[src/rtl/plat_pkg.sv]
// plat_pkg: state encodings and LFSR constants shared by the platform scroller.
package plat_pkg;
  typedef enum logic [1:0] {ST_STOP = 2'b00, ST_MOVE = 2'b01, ST_ELEV = 2'b10, ST_DIE = 2'b11} state_t;
  localparam int LFSR_W = 8;
  localparam logic [LFSR_W-1:0] LFSR_TAPS = 8'hB8;
  localparam logic [LFSR_W-1:0] LFSR_SEED_DEF = 8'hA5;
endpackage

[src/rtl/plat_lfsr.sv]
// plat_lfsr: 8-bit Fibonacci LFSR (x^8+x^6+x^5+x^4+1), sync active-low reset, zero seed forced to 1.
module plat_lfsr import plat_pkg::*; #(
  parameter logic [LFSR_W-1:0] SEED = LFSR_SEED_DEF
) (
  input  logic              clk,
  input  logic              reset,
  output logic [LFSR_W-1:0] o_lfsr
);
  localparam logic [LFSR_W-1:0] SEED_NZ = (SEED == '0) ? LFSR_W'(1) : SEED;
  logic [LFSR_W-1:0] r_lfsr;
  always_ff @(posedge clk)
    if (!reset) r_lfsr <= SEED_NZ;
    else r_lfsr <= {r_lfsr[LFSR_W-2:0], ^(r_lfsr & LFSR_TAPS)};
  assign o_lfsr = r_lfsr;
endmodule

[src/rtl/platform_scroller.sv]
// platform_scroller: scrolls NUM_PLAT platforms upward on a wrapping row grid at a divided step rate.
// Define PLAT_RAND_X_EN to respawn wrapped platforms at an LFSR-chosen column.
module platform_scroller import plat_pkg::*; #(
  parameter int NUM_PLAT = 3,
  parameter int Y_W = 4,
  parameter int ROWS = 12,
  parameter int FIRST_Y = 2,
  parameter int SPACING = 4,
  parameter int X_W = 3,
  parameter int STEP_DIV = 1,
  parameter logic [LFSR_W-1:0] LFSR_SEED = LFSR_SEED_DEF
) (
  input  logic                    clk,
  input  logic                    reset,
  input  logic [1:0]              state,
  output logic [NUM_PLAT*Y_W-1:0] plat_y,
  output logic [NUM_PLAT*X_W-1:0] plat_x,
  output logic [NUM_PLAT-1:0]     wrap,
  output logic                    step
);
  localparam int DIV_W = STEP_DIV > 1 ? $clog2(STEP_DIV) : 1;
  localparam logic [Y_W-1:0] Y_MAX = Y_W'(ROWS - 1);
  localparam logic [DIV_W-1:0] DIV_MAX = DIV_W'(STEP_DIV - 1);
  if (ROWS > 2**Y_W || STEP_DIV < 1) begin : g_bad_cfg
    $error("platform_scroller: requires ROWS <= 2**Y_W and STEP_DIV >= 1");
  end
  logic [Y_W-1:0] r_y [NUM_PLAT];
  logic [X_W-1:0] r_x [NUM_PLAT];
  logic [DIV_W-1:0] r_div;
  logic [NUM_PLAT-1:0] r_wrap;
  logic r_step;
  logic w_adv, w_fire;
  assign w_adv = state == ST_MOVE || state == ST_ELEV;
  assign w_fire = w_adv && r_div == DIV_MAX;
`ifdef PLAT_RAND_X_EN
  logic [LFSR_W-1:0] w_lfsr;
  plat_lfsr #(.SEED(LFSR_SEED)) u_lfsr (.clk(clk), .reset(reset), .o_lfsr(w_lfsr));
`endif
  always_ff @(posedge clk) begin
    if (!reset) begin
      r_div <= '0;
      r_step <= 1'b0;
      r_wrap <= '0;
      for (int i = 0; i < NUM_PLAT; i++) begin
        r_y[i] <= Y_W'((FIRST_Y + i * SPACING) % ROWS);
        r_x[i] <= X_W'(i);
      end
    end else begin
      // Die flushes partial progress toward the next step; Stop only pauses it.
      r_div <= (state == ST_DIE || w_fire) ? '0 : w_adv ? r_div + DIV_W'(1) : r_div;
      r_step <= w_fire;
      for (int i = 0; i < NUM_PLAT; i++) begin
        r_wrap[i] <= w_fire && r_y[i] == Y_MAX;
        if (w_fire) r_y[i] <= r_y[i] == Y_MAX ? '0 : r_y[i] + Y_W'(1);
`ifdef PLAT_RAND_X_EN
        if (w_fire && r_y[i] == Y_MAX) r_x[i] <= w_lfsr[X_W-1:0] ^ X_W'(i);
`endif
      end
    end
  end
  for (genvar g = 0; g < NUM_PLAT; g++) begin : g_pack
    assign plat_y[g*Y_W +: Y_W] = r_y[g];
    assign plat_x[g*X_W +: X_W] = r_x[g];
  end
  assign wrap = r_wrap;
  assign step = r_step;
endmodule

[config.mk]
export PLATFORM = sky130hd
export DESIGN_NAME = platform_scroller
export DESIGN_NICKNAME = d
export VERILOG_FILES = /design/src/rtl/plat_pkg.sv /design/src/rtl/plat_lfsr.sv /design/src/rtl/platform_scroller.sv
export SDC_FILE = /design/constraint.sdc
export NUM_CORES = 1
export LEC_CHECK = 0
export ABC_CLOCK_PERIOD_IN_PS = 4400
export CAP_MARGIN = 15
export CORE_UTILIZATION = 43
export CTS_CLUSTER_SIZE = 8
export DETAILED_ROUTE_END_ITERATION = 8
export PLACE_DENSITY = 0.84
export SYNTH_ARGS = -nofsm -noshare
export SYNTH_HDL_FRONTEND = slang
export SYNTH_HIERARCHICAL = 1
export SYNTH_SLANG_ARGS = --single-unit
[constraint.sdc]
create_clock -name clk -period 4.4 [get_ports clk]
set_input_delay 0.88 -clock clk [delete_from_list [all_inputs] [get_ports clk]]
set_output_delay 0.88 -clock clk [all_outputs]
set_load 0.03 [all_outputs]
==> impl_metrics.ini, run 1 <==
[job]
maxCapViolations = 0

[route]
routed_wl_mm = 1.42
ant_nets = 0
drc_errors = 0
drt_iter0_drc = 15
routedWlPerCell_microns = 11.5
num_vias = 610
viasPerCell = 4.96
first_pass_iters = 3

[floorplan]
ios = 29
fp-row-count = 15
start_util_pct = 47.4
dieWidth_microns = 46.3
core_area_sq_um = 1780
die-area_sq_um = 2150
dieHeight_microns = 46.3

[worst_setup_path]
start_kind = primary input
cp.depth = 4
cp_slowest_cell = or2_2
startpoint = state[0]
cp_data_required_time_ns = 4.45
regToRegSetupSlack_ns = 2.94
critPathBufInv = 1
crit_end = r_y[0][1]
crit_path_max_incr_delay_ns = 0.44
critPathArrivalTime_ns = 2.44
path_class = primary input to flip-flop
crit_path_end_kind = flip-flop
critPathTopFamily = simple AND/OR/NAND/NOR gates
r2r_end = r_y[0][1]
r2r_cells = 2
worstReg2RegStart = r_div
critPathMaxFanout = 15
cp_cell_sequence = clkdlybuf4s50_1 -> ha_1 -> nand3b_1 -> or2_2

[min_path]
min_path_type = flip-flop to flip-flop

[yosys]
synth_top_family_by_area = simple AND/OR/NAND/NOR gates
synth-simple-area-share_pct = 18.1
synth-main-ff-cell = edfxtp_1
ys_seq_elements = 17
synth_compound_area_share_pct = 6.07
netlist_area_sq_um = 845
synthCells = 77
synth-seq-area-share_pct = 54.5
synthArstFlopShare_pct = 0
yosys.area_share.xor_xnor_pct = 1.04
synth_largest_area_cell = edfxtp_1
synth_cell_types = 25
synthTopCellsByArea = edfxtp_1 (43%), dfxtp_1 (12%), buf_4 (8.9%)
synth_fa_ha_area_share_pct = 5.93
yosys.area.top_type_share_pct = 42.7
synthMuxAreaShare_pct = 2.37
synth-edff-count = 12
ys.warnings.count = 6
syn_avg_cell_area_sq_um = 11.0

[final_layout]
diodes = 0
drive_above_1_share_pct = 10.2
area_growth_pct = 24.6
nNetsFinal = 107
fin_area_sq_um = 1050

[timing]
setup_violations = 0
finalSetupTns_ns = 0
finalMaxSlewViolations = 0
finalCriticalPeriod_ns = 2.39
rsz0062_at_grt = no
tightest_slew_ns = 0.548
max-slew-margin-rel_pct = 63.4
min_period_over_period_pct = 54.3
skew_ns = 0.000711
fmax_mhz = 418
hold_viol = 0

[grt]
grt-ovfl-total = 0
track_usage_pct = 14.7
grt_pass1_vias = 523
antenna_found_initial = 0
grt_pass1_wl_mm = 2.13
grt_max_degree = 16

[clock_tree]
cts_sinks = 17
cts_tree = done
worst_skew_pair.late_latency_ns = 0.29
cts_buffer_depth = 2
ctsHoldBuffers = 0
cts_resized = 0
cts_setup_buffers = 0
cts_root_buffer = clkbuf_4
htreeDepth = 1
clk_pin_slew_worst_paths_ns = 0.10
cts_made_buffers = 3

[placement]
dpl-instance-area_sq_um = 1020
io_buffers = 19
place.gp.congestion = 0.777
dpl.hpwl_mm = 1.06

[run_status]
outcome = finished, final reports clean

[power]
pwr_density_cell_nw_per_um2 = 366
finalPower_uw = 385
leakage_uw = 0.000400
vdd.ir_drop.worst_uv = 220
worst min path at each step:
stage,from,endpoint,slack (ns),cells after the start
floorplan,r_div,r_div,0.45,1
global placement,r_div,r_div,0.46,1
detailed placement,r_div,r_div,0.47,1
CTS,r_div,r_div,0.48,1
global route,r_div,r_div,0.50,1
finish,r_div,r_div,0.49,1
per-stage QoR:
| stage | hold slack, ns | setup WS (ns) | instances | utilization [%] |
|---|---|---|---|---|
| 4_1_cts | 0.485 | 1.99 | 123 | 59.0 |
| 5_1_grt | 0.501 | 1.90 | 123 | 59.0 |
| 3_5_place_dp | 0.467 | 1.67 | 119 | 57.5 |
| 3_3_place_gp | 0.457 | 1.75 | 119 | 57.5 |
| 2_1_floorplan | 0.449 | 1.90 | 84 | - |
| 6_report | 0.488 | 2.01 | 123 | 59.0 |
layout make-up:
cell class	count	area, sq um
multi-input cells	52	317
repair buffers	20	198
fillers	159	731
flip-flops and latches	17	460
well taps	25	31.3
clock buffers	3	22.5
clock inverters	1	5.00
inverters	5	18.8
cell families (layout without fill, tap and decap cells):
kind of cell               count (synthesis)  after routing
DFF                                       17             17
xor gates and xnor gates                   1              1
AOI/OAI and AO/OA                          7              7
muxes                                      2              2
and+or+nand+nor                           29             29
other                                      2              9
adders and majority gates                  4              4
buffers and inverters                     15             29
synth_stat cells (2+ instances only):
library cell / number
edfxtp_1: 12
buf_4: 10
nor2_1: 7
dfxtp_1: 5
nand2_1: 5
ha_1: 4
inv_1: 4
nor3_1: 4
nand3_1: 3
or2_2: 3
conb_1: 2
mux2i_1: 2
nand3b_1: 2
o21ai_0: 2
or3_1: 2
power breakdown:
group | internal (uW) | switching [uW] | total [uW] | leakage [uW]
clock network | 33.9 | 50.6 | 84.4 | 0.0000177
logic | 39.0 | 61.3 | 100 | 0.000225
registers | 186 | 13.6 | 200 | 0.000158
sequential cells by signal (all words and copies together) (netlist names):
signal  count
r_y        12
wrap        3
r_div       1
step        1
layer usage:
metal	part of all wire [%]	track usage, %	wire length, microns
met1	40	15.9	573
met2	50	23.9	709
met3	7.2	6.27	102
met4	2.3	8.24	32
met5	0	0	0
cell usage in the layout, fill, tap and decap left out, types with 2 or more instances in the layout:
cell	instances
nor3_1	4
nand3_1	3
clkbuf_4	3
nand2_1	5
conb_1	9
ha_1	4
nand3b_1	2
dfxtp_1	5
o21ai_0	2
or2_2	3
or3_1	2
inv_1	4
mux2i_1	2
clkdlybuf4s50_1	19
nor2_1	7
edfxtp_1	12
(Power assumes the default switching activity.)
==> run 2, diff against run 1 <==
- ABC_CLOCK_PERIOD_IN_PS: 4400 -> 2050
- CORE_UTILIZATION: 43 -> 39
- PLACE_DENSITY: 0.84 -> 0.81
- clock period: 4.4 -> 2.05 ns (I/O delays scaled with it)
==> run 2 against run 1 <==
Against the previous run:
- routed wire length decreased by 7.2%
- final area increased by 1.7%
- hold slack improved by 0.011 ns
- critical path depth decreased by 3
- non-clock buffer count increased by 2
- highest routed layer is now met3
- first-iteration DRC count decreased by 73%
- combinational power increased by 120%
- core utilization decreased by 5.6 points
- total power increased by 110%
- flip-flop and latch count unchanged
- critical path type is now flip-flop to output pin
- clock power increased by 110%
- sequential power increased by 110%
==> impl_metrics.ini, run 2 (synthesis results as in run 1) <==
[timing]
setup_violations = 0
finalCriticalPeriod_ns = 1.87
finalMaxSlewViolations = 0
rsz0062_at_grt = no
fmax_mhz = 534
timing.final.ws_setup_ns = 0.178
fin_hold_ws_ns = 0.498
min_period_over_period_pct = 91.3
skew_ns = 0.00392
hold_viol = 0

[final_layout]
final_common_cell = clkdlybuf4s50_1
fin_area_sq_um = 1070
diodes = 0
fillCellCount = 180
nNetsFinal = 109
regMostFlops = r_y
largest_reg_flops = 12
most-common-layout-cells = clkdlybuf4s50_1 (19), edfxtp_1 (12), conb_1 (9)
drive_above_1_share_pct = 12.0
fin_util_pct = 53.4
area_growth_pct = 26.7

[worst_setup_path]
cp_slowest_cell = clkdlybuf4s50_1
critPathMaxFanout = 7
path_class = flip-flop to output pin
critPathArrivalTime_ns = 1.46
cp_cell_sequence = clkdlybuf4s50_1
crit_path_end_kind = output pin
critPathTopFamily = buffers and inverters
cp_data_required_time_ns = 1.64
start_kind = flip-flop
crit_path_max_incr_delay_ns = 0.71
critPathBufInv = 1

[power]
finalPower_uw = 821
pwr_density_cell_nw_per_um2 = 768
vdd.ir_drop.worst_uv = 317
leakage_uw = 0.000409

[floorplan]
core_area_sq_um = 2000
die-area_sq_um = 2360
start_util_pct = 42.2
ios = 29
dieWidth_microns = 48.5
dieHeight_microns = 48.5
fp-row-count = 16

[grt]
antenna_found_initial = 0
grt_pass1_vias = 542
grt-ovfl-total = 0
grt_pass1_wl_mm = 2.28
track_usage_pct = 12.4
grt_max_degree = 13

[route]
drc_errors = 0
routedWlPerCell_microns = 10.4
viasPerCell = 4.63
first_pass_iters = 2
drt_iter0_drc = 4
ant_nets = 0
num_vias = 588
routed_wl_mm = 1.32

[placement]
place_ws_ns = -0.0297
io_buffers = 19
dpl-instance-area_sq_um = 1040
place.gp.congestion = 0.755
dpl.hpwl_microns = 997

[clock_tree]
cts_sinks = 17
cts_made_buffers = 3
clk_pin_slew_worst_paths_ns = 0.10
cts_root_buffer = clkbuf_4
cts_resized = 0
ctsHoldBuffers = 0
worst_skew_pair.late_latency_ns = 0.28
htreeDepth = 1
cts_buffer_depth = 2
cts_setup_buffers = 0
cts_tree = done

[min_path]
min_path_type = flip-flop to flip-flop

[job]
maxCapViolations = 0

[run_status]
outcome = finished, final reports clean
run 2: changes by cell type in the layout (fill, tap and decap cells not counted), sizes merged:
cell,previous run,this run
buf,1,3
run 2: path summary, 6_finish.rpt:
kind | startpoint | end | slack, ns | cells past startpoint
max | r_y[0][3] | plat_y[3] | 0.18 | 1
min reg2reg | r_div | r_div | 0.50 | 1
min | r_div | r_div | 0.50 | 1
max reg2reg | r_div | r_y[0][9] | 0.74 | 2
run 2: metrics by stage:
| step | setup TNS, ns | std cells |
|---|---|---|
| after floorplan | 0 | 84 |
| after global routing | 0 | 127 |
| after CTS | 0 | 127 |
| after detailed placement | -0.0856 | 123 |
| final | 0 | 127 |
| after global placement | 0 | 123 |
run 2: power breakdown:
| part | internal (uW) | total (uW) | switching [uW] |
|---|---|---|---|
| registers | 400 | 429 | 28.8 |
| clock network | 72.4 | 175 | 102 |
| logic | 86.7 | 218 | 131 |
| total | 559 | 821 | 262 |
run 2: per-layer routing:
layer	wire [microns]	global-route usage, %
met1	606	16.1
met2	663	20.2
met3	46	2.83
met4	0	4.41
met5	0	0
run 2: cell type report:
| class | count | area [sq um] | area share [%] |
|---|---|---|---|
| Tap cell | 27 | 33.8 | 3.16 |
| Sequential cell | 17 | 460 | 43.0 |
| Clock inverter | 1 | 5.00 | 0.468 |
| Clock buffer | 3 | 22.5 | 2.11 |
| Multi-Input combinational cell | 52 | 317 | 29.6 |
| Timing Repair Buffer | 22 | 213 | 19.9 |
| Inverter | 5 | 18.8 | 1.75 |
